==> config.mk <==
export PLATFORM = sky130hd
export DESIGN_NAME = sdspi_flat
export DESIGN_NICKNAME = d
export VERILOG_FILES = /design/src/rtl/sdspi_pkg.sv /design/src/rtl/sdspi_if.sv /design/src/rtl/sdspi_rxfifo.sv /design/src/rtl/sdspi.sv /design/src/flat_wrapper.sv
export SDC_FILE = /design/constraint.sdc
export NUM_CORES = 1
export LEC_CHECK = 0
export CAP_MARGIN = 10
export CORE_MARGIN = 2
export CORE_UTILIZATION = 61
export DETAILED_ROUTE_END_ITERATION = 10
export GPL_TIMING_DRIVEN = 0
export PLACE_DENSITY = 0.86
export SETUP_SLACK_MARGIN = 0.15
export SYNTH_ARGS = -nofsm -noshare
export SYNTH_HDL_FRONTEND = slang
export SYNTH_SLANG_ARGS = --single-unit
==> constraint.sdc <==
create_clock -name clk -period 5.4 [get_ports clk]
set_input_delay 1.08 -clock clk [delete_from_list [all_inputs] [get_ports clk]]
set_output_delay 1.08 -clock clk [all_outputs]
set_load 0.05 [all_outputs]
==> src/rtl/sdspi_pkg.sv <==
// sdspi_pkg: register map, status/ctrl bit positions and FSM states shared by the SD SPI master.
package sdspi_pkg;
    localparam logic [3:0] ADDR_DATA   = 4'd0;
    localparam logic [3:0] ADDR_STATUS = 4'd1;
    localparam logic [3:0] ADDR_CTRL   = 4'd2;
    localparam logic [3:0] ADDR_DIV    = 4'd3;
    localparam int ST_BUSY  = 0;
    localparam int ST_RXV   = 1;
    localparam int ST_OVR   = 2;
    localparam int ST_WERR  = 3;
    localparam int ST_FULL  = 4;
    localparam int CTRL_CS  = 0;
    localparam int CTRL_IE  = 1;
    typedef enum logic [2:0] {S_IDLE, S_LOAD, S_LOW, S_HIGH, S_DONE} state_e;
endpackage

==> src/rtl/sdspi_if.sv <==
// sdspi_if: CPU I/O bus slot of the SD SPI master, including its level interrupt.
interface sdspi_if;
    logic [3:0] io_addr;
    logic       io_write;
    logic       io_read;
    logic [7:0] io_wdata;
    logic [7:0] io_rdata;
    logic       interrupt;
    modport master (output io_addr, io_write, io_read, io_wdata, input io_rdata, interrupt);
    modport slave  (input io_addr, io_write, io_read, io_wdata, output io_rdata, interrupt);
endinterface

==> src/rtl/sdspi_rxfifo.sv <==
// sdspi_rxfifo: synchronous FIFO; a push on a full FIFO is accepted when a pop happens in the same cycle.
module sdspi_rxfifo #(
    parameter int DEPTH = 4,
    parameter int W     = 8
) (
    input  logic         clk,
    input  logic         reset,
    input  logic         push,
    input  logic         pop,
    input  logic [W-1:0] din,
    output logic         full,
    output logic         empty,
    output logic [W-1:0] dout
);
    localparam int AW = $clog2(DEPTH);
    logic [W-1:0] mem_q [DEPTH];
    logic [AW:0]  wp_q, wp_d, rp_q, rp_d;
    logic         do_push, do_pop;
    assign empty   = wp_q == rp_q;
    assign full    = wp_q == {~rp_q[AW], rp_q[AW-1:0]};
    assign do_pop  = pop && !empty;
    assign do_push = push && (!full || do_pop);
    assign wp_d    = wp_q + (AW+1)'(do_push);
    assign rp_d    = rp_q + (AW+1)'(do_pop);
    assign dout    = mem_q[rp_q[AW-1:0]];
    always_ff @(posedge clk) begin
        if (reset) begin
            wp_q <= '0;
            rp_q <= '0;
        end else begin
            wp_q <= wp_d;
            rp_q <= rp_d;
        end
    end
    always_ff @(posedge clk) begin
        if (do_push) mem_q[wp_q[AW-1:0]] <= din;
    end
endmodule

==> src/rtl/sdspi.sv <==
// sdspi: SPI mode-0 SD card master on the I/O bus; one byte per DATA write, level rx interrupt.
// Define SDSPI_RX_FIFO_EN to buffer received bytes in a FIFO_DEPTH-entry FIFO instead of one register.
module sdspi
    import sdspi_pkg::*;
#(
    parameter int DIV_W      = 8,
    parameter int DIV_RESET  = 63,
    parameter int FIFO_DEPTH = 4
) (
    input  logic   clk,
    input  logic   reset,
    sdspi_if.slave io,
    output logic   sd_cs,
    output logic   sd_sck,
    output logic   sd_mosi,
    input  logic   sd_miso
);
    state_e           state_q, state_d;
    logic [DIV_W-1:0] div_q, div_d, cnt_q, cnt_d;
    logic [7:0]       tx_q, tx_d, rx_sh_q, rx_sh_d, rx_dout, status;
    logic [2:0]       bit_q, bit_d;
    logic [1:0]       ctrl_q, ctrl_d, miso_q, miso_d;
    logic             sck_q, sck_d, mosi_q, mosi_d, ovr_q, ovr_d, werr_q, werr_d;
    logic             data_wr, status_wr, ctrl_wr, div_wr, busy, push, pop;
    logic             rx_valid, store_full, fifo_full;

    assign busy      = state_q != S_IDLE;
    assign data_wr   = io.io_write && io.io_addr == ADDR_DATA;
    assign status_wr = io.io_write && io.io_addr == ADDR_STATUS;
    assign ctrl_wr   = io.io_write && io.io_addr == ADDR_CTRL;
    assign div_wr    = io.io_write && io.io_addr == ADDR_DIV;
    assign pop       = io.io_read && io.io_addr == ADDR_DATA && rx_valid;

`ifdef SDSPI_RX_FIFO_EN
    logic rx_empty;
    sdspi_rxfifo #(.DEPTH(FIFO_DEPTH), .W(8)) u_rxfifo (
        .clk(clk), .reset(reset), .push(push), .pop(pop), .din(rx_sh_q),
        .full(fifo_full), .empty(rx_empty), .dout(rx_dout)
    );
    assign rx_valid   = !rx_empty;
    assign store_full = fifo_full;
`else
    logic [7:0]  rxb_q, rxb_d;
    logic        rxv_q, rxv_d;
    logic [31:0] unused_depth;
    assign unused_depth = 32'(FIFO_DEPTH);
    // A pop in the same cycle frees the register, so the push is accepted.
    assign rxb_d      = push && (!rxv_q || pop) ? rx_sh_q : rxb_q;
    assign rxv_d      = push || (rxv_q && !pop);
    assign rx_dout    = rxb_q;
    assign rx_valid   = rxv_q;
    assign store_full = rxv_q;
    assign fifo_full  = 1'b0;
    always_ff @(posedge clk) begin
        if (reset) begin
            rxb_q <= '0;
            rxv_q <= 1'b0;
        end else begin
            rxb_q <= rxb_d;
            rxv_q <= rxv_d;
        end
    end
`endif

    assign miso_d = {miso_q[0], sd_miso};
    assign ctrl_d = ctrl_wr ? io.io_wdata[1:0] : ctrl_q;
    assign div_d  = div_wr ? DIV_W'(io.io_wdata) : div_q;
    assign ovr_d  = (ovr_q && !(status_wr && io.io_wdata[ST_OVR])) || (push && store_full && !pop);
    assign werr_d = (werr_q && !(status_wr && io.io_wdata[ST_WERR])) || (data_wr && busy);

    always_comb begin
        state_d = state_q;
        cnt_d   = cnt_q;
        tx_d    = tx_q;
        rx_sh_d = rx_sh_q;
        bit_d   = bit_q;
        mosi_d  = mosi_q;
        push    = 1'b0;
        case (state_q)
            S_IDLE: begin
                if (data_wr) begin
                    tx_d    = io.io_wdata;
                    state_d = S_LOAD;
                end
            end
            S_LOAD: begin
                mosi_d  = tx_q[7];
                cnt_d   = div_q;
                bit_d   = '0;
                state_d = S_LOW;
            end
            S_LOW: begin
                cnt_d = cnt_q - DIV_W'(1);
                if (cnt_q == '0) begin
                    cnt_d   = div_q;
                    rx_sh_d = {rx_sh_q[6:0], miso_q[1]};
                    state_d = S_HIGH;
                end
            end
            S_HIGH: begin
                cnt_d = cnt_q - DIV_W'(1);
                if (cnt_q == '0) begin
                    cnt_d   = div_q;
                    tx_d    = {tx_q[6:0], 1'b0};
                    mosi_d  = tx_q[6];
                    bit_d   = bit_q + 3'd1;
                    state_d = bit_q == 3'd7 ? S_DONE : S_LOW;
                end
            end
            S_DONE: begin
                mosi_d  = 1'b1;
                push    = 1'b1;
                state_d = S_IDLE;
            end
            default: state_d = S_IDLE;
        endcase
        sck_d = state_d == S_HIGH;
    end

    always_comb begin
        status           = '0;
        status[ST_BUSY]  = busy;
        status[ST_RXV]   = rx_valid;
        status[ST_OVR]   = ovr_q;
        status[ST_WERR]  = werr_q;
        status[ST_FULL]  = fifo_full;
        io.io_rdata = io.io_addr == ADDR_DATA   ? (rx_valid ? rx_dout : 8'hFF) :
                      io.io_addr == ADDR_STATUS ? status :
                      io.io_addr == ADDR_CTRL   ? {6'b0, ctrl_q} :
                      io.io_addr == ADDR_DIV    ? 8'(div_q) : 8'h00;
    end

    assign io.interrupt = ctrl_q[CTRL_IE] && rx_valid;
    assign sd_cs        = !ctrl_q[CTRL_CS];
    assign sd_sck       = sck_q;
    assign sd_mosi      = mosi_q;

    always_ff @(posedge clk) begin
        if (reset) begin
            state_q <= S_IDLE;
            div_q   <= DIV_W'(DIV_RESET);
            cnt_q   <= '0;
            tx_q    <= '0;
            rx_sh_q <= '0;
            bit_q   <= '0;
            ctrl_q  <= '0;
            miso_q  <= '0;
            sck_q   <= 1'b0;
            mosi_q  <= 1'b1;
            ovr_q   <= 1'b0;
            werr_q  <= 1'b0;
        end else begin
            state_q <= state_d;
            div_q   <= div_d;
            cnt_q   <= cnt_d;
            tx_q    <= tx_d;
            rx_sh_q <= rx_sh_d;
            bit_q   <= bit_d;
            ctrl_q  <= ctrl_d;
            miso_q  <= miso_d;
            sck_q   <= sck_d;
            mosi_q  <= mosi_d;
            ovr_q   <= ovr_d;
            werr_q  <= werr_d;
        end
    end
endmodule

==> src/flat_wrapper.sv <==
// flat-port wrapper written by rule: the top's interface ports become plain ports
module sdspi_flat import sdspi_pkg::*;
#(
    parameter int DIV_W      = 8,
    parameter int DIV_RESET  = 63,
    parameter int FIFO_DEPTH = 4
)
  (clk, reset, sd_cs, sd_sck, sd_mosi, sd_miso, io_io_addr, io_io_write, io_io_read, io_io_wdata, io_io_rdata, io_interrupt);
  sdspi_if io_i ();
  input  logic clk;
  input  logic reset;
  output logic sd_cs;
  output logic sd_sck;
  output logic sd_mosi;
  input  logic sd_miso;
  input wire logic [$bits(io_i.io_addr)-1:0] io_io_addr;
  input wire logic [$bits(io_i.io_write)-1:0] io_io_write;
  input wire logic [$bits(io_i.io_read)-1:0] io_io_read;
  input wire logic [$bits(io_i.io_wdata)-1:0] io_io_wdata;
  output wire logic [$bits(io_i.io_rdata)-1:0] io_io_rdata;
  output wire logic [$bits(io_i.interrupt)-1:0] io_interrupt;
  assign io_i.io_addr = io_io_addr;
  assign io_i.io_write = io_io_write;
  assign io_i.io_read = io_io_read;
  assign io_i.io_wdata = io_io_wdata;
  assign io_io_rdata = io_i.io_rdata;
  assign io_interrupt = io_i.interrupt;
  sdspi #(.DIV_W(DIV_W), .DIV_RESET(DIV_RESET), .FIFO_DEPTH(FIFO_DEPTH)) u_core (.clk(clk), .reset(reset), .io(io_i), .sd_cs(sd_cs), .sd_sck(sd_sck), .sd_mosi(sd_mosi), .sd_miso(sd_miso));
endmodule
# Word level (Yosys, flattened, before mapping)
# Index checks and enable logic that the tools add are counted.
dict set report word_totals {
  regBits 55
  in_bits 17
  output_inout_bits 12
  word_cells 85
}
dict set report classes {
  add_sub_neg 2
  n_eq_ne 11
  muxes 20
  n_reduce_logical 38
}
# op count
set op_table {}
lappend op_table {{2-to-1 mux 8 bit} 8}
lappend op_table {{case mux 8 bit (2 select lines)} 2}
lappend op_table {{logical AND 1 bit} 16}
lappend op_table {{2-to-1 mux 3 bit} 5}
lappend op_table {{case mux 3 bit (4 select lines)} 1}
lappend op_table {{== test 3 x 2 -> 1 bit (second input constant)} 3}
lappend op_table {{== test 4 x 2 -> 1 bit (second input constant)} 2}
lappend op_table {{zero test 8 bit} 1}
lappend op_table {{subtractor 8 x 1 -> 8 bit (second input constant)} 1}
lappend op_table {{== test 3 bit (second input constant)} 2}
lappend op_table {{case mux 3 bit (2 select lines)} 1}
lappend op_table {{AND reduction 2 bit} 3}
lappend op_table {{nonzero test 2 bit} 3}
lappend op_table {{nonzero test 3 bit} 2}
lappend op_table {{zero test 1 bit} 5}
lappend op_table {{== test 4 x 1 -> 1 bit (second input constant)} 1}
lappend op_table {{zero test 4 bit} 1}
lappend op_table {{logical OR 1 bit} 4}
lappend op_table {{inequality test 2 x 1 -> 1 bit (second input constant)} 2}
lappend op_table {{adder 3 x 1 -> 3 bit (second input constant)} 1}
lappend op_table {{== test 3 x 1 -> 1 bit (second input constant)} 1}
lappend op_table {{zero test 3 bit} 1}
lappend op_table {{case mux 1 bit (3 select lines)} 1}
lappend op_table {{AND reduction 3 bit} 1}
lappend op_table {{other kinds (2)} 3}

# Depth between registers and ports, before layout
# Gate-level depths: netlist (run 1).
dict set report logic_depth {
  depth_word 6
  mapped_depth 8
  mapped_depth_nobuf 6
}

# Worst setup path after synthesis (run 1)
# OpenSTA, ideal clock, no wires.
dict set report synth_path {
  kind {input to output}
  startpoint {in io_io_addr[1]}
  endpoint {out io_io_rdata[4]}
  t_arrival_ns 2.514
  t_required_ns 4.320
  path_slack_ns 1.806
  stages 5
  n_path_buf 2
  cell_sequence {clkbuf_1 and2_1 clkbuf_1 nand2_1 a21oi_1}
}
dict set report synth_between {
  elab_chain_len 5
  word_cells_on_any_way 8
  classes_between {eq/ne (3); mux (4); reduce/logical (1)}
}
# element line
set synth_lines {}
lappend synth_lines {{from (decl)} flat_wrapper.sv:16} ;# input wire logic [$bits(io_i.io_addr)-1:0] io_io_addr;
lappend synth_lines {{== test 4 x 2 -> 1 bit} sdspi.sv:130} ;# io.io_addr == ADDR_DIV ? 8'(div_q) : 8'h00;
lappend synth_lines {{2-to-1 mux 8 bit} sdspi.sv:130}
lappend synth_lines {{2-to-1 mux 8 bit} sdspi.sv:129} ;# io.io_addr == ADDR_CTRL ? {6'b0, ctrl_q} :
lappend synth_lines {{2-to-1 mux 8 bit} sdspi.sv:128} ;# io.io_addr == ADDR_STATUS ? status :
lappend synth_lines {{2-to-1 mux 8 bit (*)} sdspi.sv:127} ;# io.io_rdata = io.io_addr == ADDR_DATA ? (rx_valid ? rx_dout : 8'hFF) :
lappend synth_lines {{to (decl)} flat_wrapper.sv:20} ;# output wire logic [$bits(io_i.io_rdata)-1:0] io_io_rdata;
# Mark *: on every way between the ends. The rest lies on a longest branch, timed or not.

# Worst setup path after layout (run 1)
dict set report layout_path {
  startpoint {in io_io_addr[0]}
  endpoint {out io_io_rdata[0]}
}
# Same word-level chain as after synthesis.

==> qor.csv, run 1 <==
stage,metric,value,unit
run_status,run status,"finished, final reports clean",
detailed_routing,final wirelength,7020,um
power_and_ir_drop,power density cells,246,nW/um2
power_and_ir_drop,total net switching power,0.232,mW
placement,total placed instance area,3100,um2
power_and_ir_drop,Clock power frac,0.316,
power_and_ir_drop,Reg power frac,0.534,
floorplanning,x dimension of the die,71.4,um
power_and_ir_drop,Combinational Power Share,0.150,
detailed_routing,Antenna Violating Nets Remaining,0,
finish,multi-input gate area in the final layout,1530,um2
grt,wire length of the first global-routing pass,11400,um
timing,Total Negative Setup Slacks,0,ns
placement,count of input and output buffers,26,
critical_path,Crit path required time,4.32,ns
floorplanning,Die Outline Area,5100,um2
finish,Layout fillers,352,
cts,clock edge transition at the registers on the reported setup and hold paths,0.11,ns
power_and_ir_drop,post-layout total power,0.785,mW
power_and_ir_drop,switch share,0.296,
placement,detailed-placement wirelength estimate,5050,um
critical_path,largest delay contributor family on the critical path,buffers and inverters,
critical_path,Critical Path Slowest Stage Cell,clkdlybuf4s50_1,
detailed_routing,first-pass iteration count of the detailed router,5,
yosys,commonest register cell after synthesis,dfxtp_1,
timing,final period demand of the worst path,4.35,ns
detailed_routing,per-cell routed wire length,17.1,um
critical_path,buffers plus inverters on the worst setup path,3,
detailed_routing,violation count after the first detailed-route iteration,260,
finish,post-route non-filler standard cell count,410,
yosys,area of the mapped netlist,2770,um2
cts,TritonCTS Buffers,5,
floorplanning,starting density of the core,0.636,
detailed_routing,total DRC errors in the routed layout,0,
yosys,part of the Yosys area used for sequential elements,0.397,
timing,post-route clock skew,0.00377,ns
floorplanning,floorplan core area,4350,um2
timing,maximum clock frequency,230,MHz
finish,total non-filler cell area in the finished layout,3190,um2
cts,clock insertion delay at the later pin of the skew report,0.32,ns
grt,antenna violations before repair,0,
timing,final setup vio count,0,
grt,vias in the first global route,2426,
finish,synth-to-layout area growth,15.2,%
finish,net count reported at finish,377,
detailed_routing,vias per cell,6.25,
timing,final count of hold timing violations,0,
yosys,Syn Inst Count,324,
yosys,Post-synth ARST share,0,
grt,total congestion overflow after global routing,0,
floorplanning,IO Pins,29,
critical_path,crit end category,output port,
finish,diode insertion count for antenna repair,0,
timing,Max-slew headroom,0.434,
timing,RSZ-0062 raised after global routing,false,
critical_path,category of the worst setup path launch point,input pin,
yosys,per-instance average area after synthesis,8.55,um2
critical_path,kind of critical path,in -> out,
timing,transition time at the pin with the least slew margin,0.841,ns
power_and_ir_drop,leak pwr,1.16,nW
critical_path,largest incremental delay on the critical path,0.81,ns
power_and_ir_drop,largest vdd supply drop,200,uV
finish,"most common cell after layout, fill and taps aside",dfxtp_1,
cts,# Post-CTS Setup Buffers,0,
yosys,number of warning messages in the yosys log,0,
flow_run,Max Cap Violations,0,
cts,total of hold buffers inserted after clock tree synthesis,0,
hold_path,hold path cells,1,
grt,Total Routing Usage GR,0.285,
yosys,number of distinct standard cells referenced by the synthesized netlist,52,
cts,clock tree sinks,55,
critical_path,critical path peak fanout,10,
timing,Final Max Tran Viols,0,
finish,highest-count cells in the layout ignoring fill and taps,"dfxtp_1, nand2_1, mux2i_1, nor2_1, clkdlybuf4s50_1",
cts,post-cts gate resize count,0,
critical_path,CP cell instances,clkdlybuf4s50_1 > clkbuf_1 > nor2_1 > a221oi_1 > a21oi_1 > nor2_1 > clkdlybuf4s50_1,
floorplanning,number of rows in the core area,24,
yosys,register bit total from synthesis,55,
yosys,"Net Count, Synth",344,
hold_path,worst hold-check path type,reg -> reg,
critical_path,Levels on crit path,7,
placement,weighted congestion at the end of routability-driven global placement,0.852,
power_and_ir_drop,Cell Int Power,0.553,mW
floorplanning,y dimension of the die,71.4,um
yosys,number of enable-type register cells in the synthesized netlist,0,
grt,largest net degree at the start of global routing,20,
critical_path,path depth of the worst reg2reg path,7,
timing,share of the clock period used by the worst path after layout,0.806,
finish,share of cells above drive strength 1,0.0726,
timing,final critical-path setup slack,1.05,ns
cts,Max Root-Sink Buffers,2,
cts,clock tree from TritonCTS,yes,
finish,Seq. cell area,1100,um2
cts,clock root buffer,clkbuf_8,
cts,CTS H-tree lvls,2,
placement,setup slack after placement,1.08,ns
placement,number of instances in the placed design,402,
detailed_routing,via total after detailed routing,2563,
critical_path,data arrival time of the worst path,3.27,ns
[cells in the mapped netlist, types with 6 or more instances]
library cell	n	share of area
a21oi_1	22	0.040
a31oi_1	6	0.014
clkbuf_1	17	0.023
dfxtp_1	55	0.40
inv_1	8	0.011
mux2i_1	34	0.12
nand2_1	38	0.051
nand2b_1	9	0.020
nand4_1	10	0.023
nor2_1	32	0.043
o21ai_0	12	0.022
o31ai_2	7	0.032
[logic make-up after synthesis]
kind of cell,synth area share
buf+inv,0.0497
xor+xnor,0.00316
mux,0.127
simple gates,0.239
flops,0.397
compound gates,0.170
fa+ha+maj,0.0135
[per-layer routing]
metal / GRT usage / up-vias / wire, um
met4: 0.119 / 0 / 168
met2: 0.441 / 103 / 3230
met5: 0 / - / 0
met3: 0.0563 / 16 / 475
met1: 0.390 / 1225 / 3140
li1: - / 1219 / -
[power by group through the flow]
| stage | Sequential (mW) | Combinational (mW) | Clock (mW) |
|---|---|---|---|
| after floorplan | 0.427 | 0.0775 | 0 |
| after global placement | 0.428 | 0.113 | 0 |
| after detailed placement | 0.428 | 0.115 | 0 |
| after CTS | 0.419 | 0.116 | 0.245 |
| after global routing | 0.420 | 0.128 | 0.265 |
| final | 0.419 | 0.118 | 0.248 |
[registers in the layout, summed over array words and instances, names as in the netlist, 2 cells and up]
| signal | count |
|---|---|
| u_core.rx_sh_q | 8 |
| u_core.state_q | 3 |
| u_core.tx_q | 8 |
| u_core.ctrl_q | 2 |
| u_core.miso_q | 2 |
| u_core.bit_q | 3 |
| u_core.div_q | 8 |
| u_core.cnt_q | 8 |
| u_core.rx_dout | 8 |
[layout make-up]
cell class | instances | area share
Multi-Input combinational cell | 237 | 0.480
Sequential cell | 55 | 0.345
Timing Repair Buffer | 26 | 0.0815
Buffer | 23 | 0.0325
Clock buffer | 5 | 0.0216
Tap cell | 52 | 0.0204
Inverter | 9 | 0.0106
Clock inverter | 3 | 0.00862
[worst register-to-register path: cells and delay by family (launching register included)]
family / cells / cell delay, ns
fa+ha+maj: 1 / 0.23
buf+inv: 2 / 0.32
flops: 1 / 0.36
mux: 1 / 0.31
simple gates: 3 / 1.04
[metrics by stage]
step | hold WS [ns] | utilization
after floorplan | 0.414 | -
after global placement | 0.417 | 0.711
after detailed placement | 0.446 | 0.711
after CTS | 0.465 | 0.733
after global routing | 0.469 | 0.733
final | 0.462 | 0.733
[worst paths after layout]
| kind | from | to | slack, ns |
|---|---|---|---|
| min | u_core.miso_q[0] | u_core.miso_q[1] | 0.46 |
| max reg2reg | u_core.cnt_q[0] | u_core.rx_sh_q[2] | 3.03 |
| min reg2reg | u_core.miso_q[0] | u_core.miso_q[1] | 0.46 |
| max | io_io_addr[0] | io_io_rdata[0] | 1.05 |
(Power assumes the default switching activity.)
==> run 2, diff against run 1 <==
--- a/config.mk
+++ b/config.mk
@@ -7,10 +7,10 @@
 export LEC_CHECK = 0
 export CAP_MARGIN = 10
 export CORE_MARGIN = 2
-export CORE_UTILIZATION = 61
+export CORE_UTILIZATION = 56
 export DETAILED_ROUTE_END_ITERATION = 10
 export GPL_TIMING_DRIVEN = 0
-export PLACE_DENSITY = 0.86
+export PLACE_DENSITY = 0.8
 export SETUP_SLACK_MARGIN = 0.15
 export SYNTH_ARGS = -nofsm -noshare
 export SYNTH_HDL_FRONTEND = slang
==> constraint.sdc (replaced) <==
create_clock -name clk -period 4.2 [get_ports clk]
set_input_delay 0.84 -clock clk [delete_from_list [all_inputs] [get_ports clk]]
set_output_delay 0.84 -clock clk [all_outputs]
set_load 0.05 [all_outputs]
==> qor.csv, run 2 (synthesis gave the netlist of run 1 again) <==
stage,metric,value,unit,change
timing,final period demand of the worst path,3.83,ns,
cts,clock edge transition at the registers on the reported setup and hold paths,0.11,ns,about the same
finish,multi-input gate area in the final layout,1530,um2,unchanged
critical_path,data arrival time of the worst path,2.99,ns,-0.28 ns
cts,post-cts gate resize count,0,,unchanged
critical_path,largest delay contributor family on the critical path,buffers and inverters,,
finish,net count reported at finish,377,,unchanged
hold_path,worst hold-check path type,reg -> reg,,
finish,"most common cell after layout, fill and taps aside",dfxtp_1,,
floorplanning,number of rows in the core area,25,,+4.2%
floorplanning,IO Pins,29,,unchanged
detailed_routing,via total after detailed routing,2481,,-3.2%
power_and_ir_drop,post-layout total power,1.01,mW,+29%
timing,post-route clock skew,0.00902,ns,+0.00526 ns
grt,Total Routing Usage GR,0.259,,-0.0259
grt,wire length of the first global-routing pass,10700,um,-5.3%
floorplanning,Die Outline Area,5530,um2,+8.4%
floorplanning,floorplan core area,4750,um2,+9.2%
cts,clock tree sinks,55,,unchanged
cts,TritonCTS Buffers,5,,unchanged
detailed_routing,vias per cell,5.84,,-6.6%
grt,largest net degree at the start of global routing,21,,+5.0%
cts,clock root buffer,clkbuf_8,,
grt,total congestion overflow after global routing,0,,unchanged
timing,maximum clock frequency,261,MHz,
timing,final count of hold timing violations,0,,unchanged
cts,Max Root-Sink Buffers,2,,unchanged
cts,total of hold buffers inserted after clock tree synthesis,0,,unchanged
critical_path,largest incremental delay on the critical path,0.80,ns,about the same
power_and_ir_drop,Reg power frac,0.531,,-0.003
timing,Total Negative Setup Slacks,0,ns,unchanged
power_and_ir_drop,Clock power frac,0.320,,+0.004
power_and_ir_drop,Combinational Power Share,0.149,,about the same
floorplanning,y dimension of the die,74.4,um,+4.1%
timing,RSZ-0062 raised after global routing,false,,
critical_path,critical path peak fanout,10,,unchanged
timing,worst hold slack across all endpoints,0.453,ns,-0.00890 ns
cts,CTS H-tree lvls,2,,unchanged
power_and_ir_drop,switch share,0.296,,+0.000472
timing,transition time at the pin with the least slew margin,0.870,ns,+0.0296 ns
cts,clock tree from TritonCTS,yes,,
timing,final setup vio count,0,,unchanged
power_and_ir_drop,power density cells,315,nW/um2,+28%
finish,synth-to-layout area growth,16.0,%,
detailed_routing,per-cell routed wire length,15.8,um,-7.9%
critical_path,category of the worst setup path launch point,input pin,,
power_and_ir_drop,Cell Int Power,0.714,mW,+29%
detailed_routing,violation count after the first detailed-route iteration,146,,-44%
flow_run,Max Cap Violations,0,,unchanged
timing,Final Max Tran Viols,0,,unchanged
detailed_routing,Antenna Violating Nets Remaining,0,,unchanged
finish,Seq. cell area,1100,um2,unchanged
floorplanning,starting density of the core,0.583,,-0.0536
grt,vias in the first global route,2255,,-7.0%
critical_path,Critical Path Slowest Stage Cell,clkdlybuf4s50_1,,
placement,weighted congestion at the end of routability-driven global placement,0.862,,+1.1%
detailed_routing,total DRC errors in the routed layout,0,,unchanged
finish,Layout fillers,417,,+18%
floorplanning,x dimension of the die,74.4,um,+4.1%
critical_path,Crit path required time,3.36,ns,-0.96 ns
detailed_routing,first-pass iteration count of the detailed router,4,,-1
critical_path,CP cell instances,clkdlybuf4s50_1 > clkbuf_1 > nor2_1 > a221oi_1 > a21oi_1 > nor2_1 > clkdlybuf4s50_1,,
finish,share of cells above drive strength 1,0.0726,,unchanged
critical_path,kind of critical path,in -> out,,
timing,share of the clock period used by the worst path after layout,0.912,,
power_and_ir_drop,largest vdd supply drop,266,uV,+33%
detailed_routing,final wirelength,6700,um,-4.5%
critical_path,crit end category,output port,,
placement,detailed-placement wirelength estimate,4900,um,-2.9%
grt,antenna violations before repair,0,,unchanged
finish,highest-count cells in the layout ignoring fill and taps,"dfxtp_1, nand2_1, mux2i_1, nor2_1, clkdlybuf4s50_1",,
run_status,run status,"finished, final reports clean",,
power_and_ir_drop,total net switching power,0.300,mW,+29%
cts,clock insertion delay at the later pin of the skew report,0.33,ns,about the same
power_and_ir_drop,leak pwr,1.16,nW,+0.47%
timing,Max-slew headroom,0.414,,-0.0199
placement,count of input and output buffers,26,,unchanged
finish,diode insertion count for antenna repair,0,,unchanged
critical_path,buffers plus inverters on the worst setup path,3,,unchanged
cts,# Post-CTS Setup Buffers,0,,unchanged
-- run 2: cell types whose count changed in the layout (fill, tap and decap cells not counted), sizes merged --
cell / delta
clkinv: +1
clkinvlp: -1
-- run 2: cell type report --
| type | count | share of cell area |
|---|---|---|
| flip-flops and latches | 55 | 0.342 |
| plain buffers | 23 | 0.0323 |
| clock buffers | 5 | 0.0214 |
| multi-input cells | 237 | 0.477 |
| repair buffers | 26 | 0.0809 |
| clock inverters | 3 | 0.00973 |
| inverters | 9 | 0.0105 |
| well taps | 67 | 0.0261 |
-- run 2: final timing paths --
check,start,to,slack (ns),depth (start not counted)
max,io_io_addr[0],io_io_rdata[0],0.37,7
min,u_core.miso_q[0],u_core.miso_q[1],0.45,1
max reg2reg,u_core.cnt_q[0],u_core.rx_sh_q[2],1.86,7
min reg2reg,u_core.miso_q[0],u_core.miso_q[1],0.45,1
-- run 2: through the flow --
| step | cells | utilization | worst slack, ns | area [um2] |
|---|---|---|---|---|
| finish | 425 | 0.676 | 0.368 | 3220 |
| global route | 425 | 0.676 | 0.192 | 3220 |
| CTS | 425 | 0.676 | 0.365 | 3220 |
| detailed placement | 417 | 0.655 | 0.369 | 3120 |
| global placement | 417 | 0.655 | 0.373 | 3120 |
| floorplan | 324 | - | 1.09 | 2770 |
-- run 2: worst register-to-register path: stages, from the launching register on --
cell      delay, ns
dfxtp_1        0.36
inv_1          0.09
ha_1           0.22
or3b_1         0.37
clkbuf_1       0.23
nor4_4         0.61
mux2i_1        0.29
nor2_1         0.06
-- run 2: power by group through the flow --
stage,combinational [mW],sequential [mW],clock [mW]
floorplan,0.0996,0.549,0
global placement,0.146,0.550,0
detailed placement,0.149,0.550,0
CTS,0.150,0.538,0.326
global route,0.165,0.540,0.349
finish,0.151,0.538,0.324
-- run 2: metal layers --
layer  track usage  vias to the layer above  share of wire
met2         0.390                       68           0.46
met3        0.0393                       13          0.047
met1         0.364                     1182           0.47
li1              -                     1218              -
met5             0                        -              0
met4         0.125                        0          0.020
==> run 3, diff against run 2 <==
--- a/config.mk
+++ b/config.mk
@@ -6,7 +6,7 @@
 export NUM_CORES = 1
 export LEC_CHECK = 0
 export CAP_MARGIN = 10
-export CORE_MARGIN = 2
+export CORE_MARGIN = 3
 export CORE_UTILIZATION = 56
 export DETAILED_ROUTE_END_ITERATION = 10
 export GPL_TIMING_DRIVEN = 0
==> qor.csv, run 3 (synthesis gave the netlist of run 1 again) <==
stage,metric,value,unit,change
run_status,run status,"finished, final reports clean",,
detailed_routing,final wirelength,6780,um,+1.2%
critical_path,critical path peak fanout,10,,unchanged
critical_path,largest incremental delay on the critical path,0.81,ns,about the same
floorplanning,number of rows in the core area,24,,-4.0%
floorplanning,y dimension of the die,76.4,um,+2.7%
critical_path,data arrival time of the worst path,3.04,ns,+0.05 ns
timing,Final Max Tran Viols,0,,unchanged
hold_path,hold path cells,1,,unchanged
placement,weighted congestion at the end of routability-driven global placement,0.842,,-2.3%
timing,final count of hold timing violations,0,,unchanged
hold_path,origin of the worst min-delay path,u_core.miso_q[0],,
detailed_routing,violation count after the first detailed-route iteration,164,,+12%
critical_path,buffers plus inverters on the worst setup path,3,,unchanged
cts,clock tree sinks,55,,unchanged
critical_path,start of the worst register-to-register path,u_core.cnt_q[0],,
hold_path,worst hold-check path type,reg -> reg,,
finish,post-route non-filler standard cell count,423,,-0.47%
critical_path,crit end category,output port,,
finish,highest-count cells in the layout ignoring fill and taps,"dfxtp_1, nand2_1, mux2i_1, nor2_1, clkdlybuf4s50_1",,
critical_path,largest delay contributor family on the critical path,buffers and inverters,,
grt,busiest grt layer,met2,,
grt,vias in the first global route,2275,,+0.89%
power_and_ir_drop,power density cells,315,nW/um2,-0.22%
detailed_routing,total DRC errors in the routed layout,0,,unchanged
cts,clock edge transition at the registers on the reported setup and hold paths,0.11,ns,about the same
timing,share of the clock period used by the worst path after layout,0.923,,+0.0106
cts,Max Root-Sink Buffers,2,,unchanged
grt,largest net degree at the start of global routing,21,,unchanged
critical_path,path depth of the worst reg2reg path,8,,+1
flow_run,Max Cap Violations,0,,unchanged
power_and_ir_drop,post-layout total power,1.01,mW,-0.30%
detailed_routing,via total after detailed routing,2499,,+0.73%
cts,clock tree from TritonCTS,yes,,
placement,number of instances in the placed design,415,,-0.48%
cts,total of hold buffers inserted after clock tree synthesis,0,,unchanged
floorplanning,starting density of the core,0.607,,+0.0243
placement,detailed-placement wirelength estimate,4990,um,+1.9%
finish,net count reported at finish,377,,unchanged
grt,total congestion overflow after global routing,0,,unchanged
critical_path,category of the worst setup path launch point,input pin,,
placement,count of input and output buffers,26,,unchanged
timing,post-route clock skew,0.00420,ns,-0.00482 ns
hold_path,worst min-delay path endpoint,u_core.miso_q[1],,
finish,"most common cell after layout, fill and taps aside",dfxtp_1,,
grt,wire length of the first global-routing pass,11200,um,+4.0%
critical_path,CP cell instances,clkdlybuf4s50_1 > clkbuf_1 > nor2_1 > a221oi_1 > a21oi_1 > nor2_1 > clkdlybuf4s50_1,,
detailed_routing,per-cell routed wire length,16.0,um,+1.7%
grt,met1 usage in global routing,0.333,,-0.0315
grt,antenna violations before repair,0,,unchanged
cts,CTS H-tree lvls,2,,unchanged
critical_path,kind of critical path,in -> out,,
floorplanning,IO Pins,29,,unchanged
cts,# Post-CTS Setup Buffers,0,,unchanged
grt,met2 GRT Util,0.373,,-0.0173
cts,TritonCTS Buffers,5,,unchanged
timing,maximum clock frequency,258,MHz,-1.1%
finish,share of cells above drive strength 1,0.0726,,unchanged
critical_path,Crit path required time,3.36,ns,about the same
detailed_routing,vias per cell,5.91,,+1.2%
critical_path,worst reg-to-reg setup slack,1.87,ns,about the same
floorplanning,floorplan core area,4560,um2,-4.0%
timing,Max-slew headroom,0.420,,+0.00598
grt,Total Routing Usage GR,0.237,,-0.0216
power_and_ir_drop,largest vdd supply drop,227,uV,-15%
critical_path,Critical Path Slowest Stage Cell,clkdlybuf4s50_1,,
cts,clock root buffer,clkbuf_8,,
timing,Total Negative Setup Slacks,0,ns,unchanged
timing,final setup vio count,0,,unchanged
timing,worst hold slack across all endpoints,0.450,ns,-0.00262 ns
cts,clock insertion delay at the later pin of the skew report,0.32,ns,about the same
finish,diode insertion count for antenna repair,0,,unchanged
cts,post-cts gate resize count,0,,unchanged
timing,transition time at the pin with the least slew margin,0.866,ns,-0.00414 ns
detailed_routing,first-pass iteration count of the detailed router,4,,unchanged
finish,synth-to-layout area growth,15.9,%,about the same
detailed_routing,Antenna Violating Nets Remaining,0,,unchanged
floorplanning,x dimension of the die,76.4,um,+2.7%
finish,total non-filler cell area in the finished layout,3210,um2,about the same
timing,RSZ-0062 raised after global routing,false,,
timing,final period demand of the worst path,3.88,ns,+0.0444 ns
power_and_ir_drop,leak pwr,1.16,nW,about the same
finish,Layout fillers,394,,-5.5%
critical_path,FF-to-FF End,u_core.tx_q[5],,
floorplanning,Die Outline Area,5830,um2,+5.5%
placement,total placed instance area,3110,um2,about the same
grt,fraction of met3 tracks used by global routing,0.0390,,-0.000288
-- run 3: cell types whose count changed in the layout (fill, tap and decap cells not counted) --
| cell | previous run | this run |
|---|---|---|
| inv_6 | 0 | 1 |
| clkinv_4 | 1 | 0 |
-- run 3: worst max-delay path by stage --
| stage | start | to | slack (ns) | depth (start not counted) |
|---|---|---|---|---|
| floorplan | io_io_addr[1] | io_io_rdata[4] | 1.09 | 5 |
| global placement | io_io_addr[0] | io_io_rdata[0] | 0.35 | 7 |
| detailed placement | io_io_addr[0] | io_io_rdata[0] | 0.35 | 7 |
| CTS | io_io_addr[0] | io_io_rdata[0] | 0.34 | 7 |
| global route | io_io_addr[0] | io_io_rdata[0] | 0.17 | 7 |
| finish | io_io_addr[0] | io_io_rdata[0] | 0.32 | 7 |
-- run 3: area by class of cell --
type	instances	area (um2)	area share
tap	65	81.3	0.0253
clock inverter	3	31.3	0.00974
multi-input combinational	237	1530	0.477
inverter	9	33.8	0.0105
sequential	55	1100	0.343
clock buffer	5	68.8	0.0214
buffer	23	104	0.0323
timing repair buffer	26	260	0.0810
-- run 3: power by group --
part,total (mW),leakage [nW],switching [mW],internal [mW]
Clock,0.322,0.0526,0.193,0.128
Sequential,0.539,0.444,0.00885,0.530
Combinational,0.151,0.665,0.0938,0.0568
Total,1.01,1.16,0.296,0.715
-- run 3: metal layers --
| metal | part of all wire | wire [um] |
|---|---|---|
| met5 | 0 | 0 |
| met4 | 0.021 | 140 |
| met3 | 0.057 | 386 |
| met2 | 0.44 | 3000 |
| met1 | 0.48 | 3260 |
-- run 3: metrics by stage --
step | setup slack [ns] | util
2_1_floorplan | 1.09 | -
3_3_place_gp | 0.353 | 0.682
3_5_place_dp | 0.354 | 0.682
4_1_cts | 0.344 | 0.704
5_1_grt | 0.172 | 0.704
6_report | 0.324 | 0.704
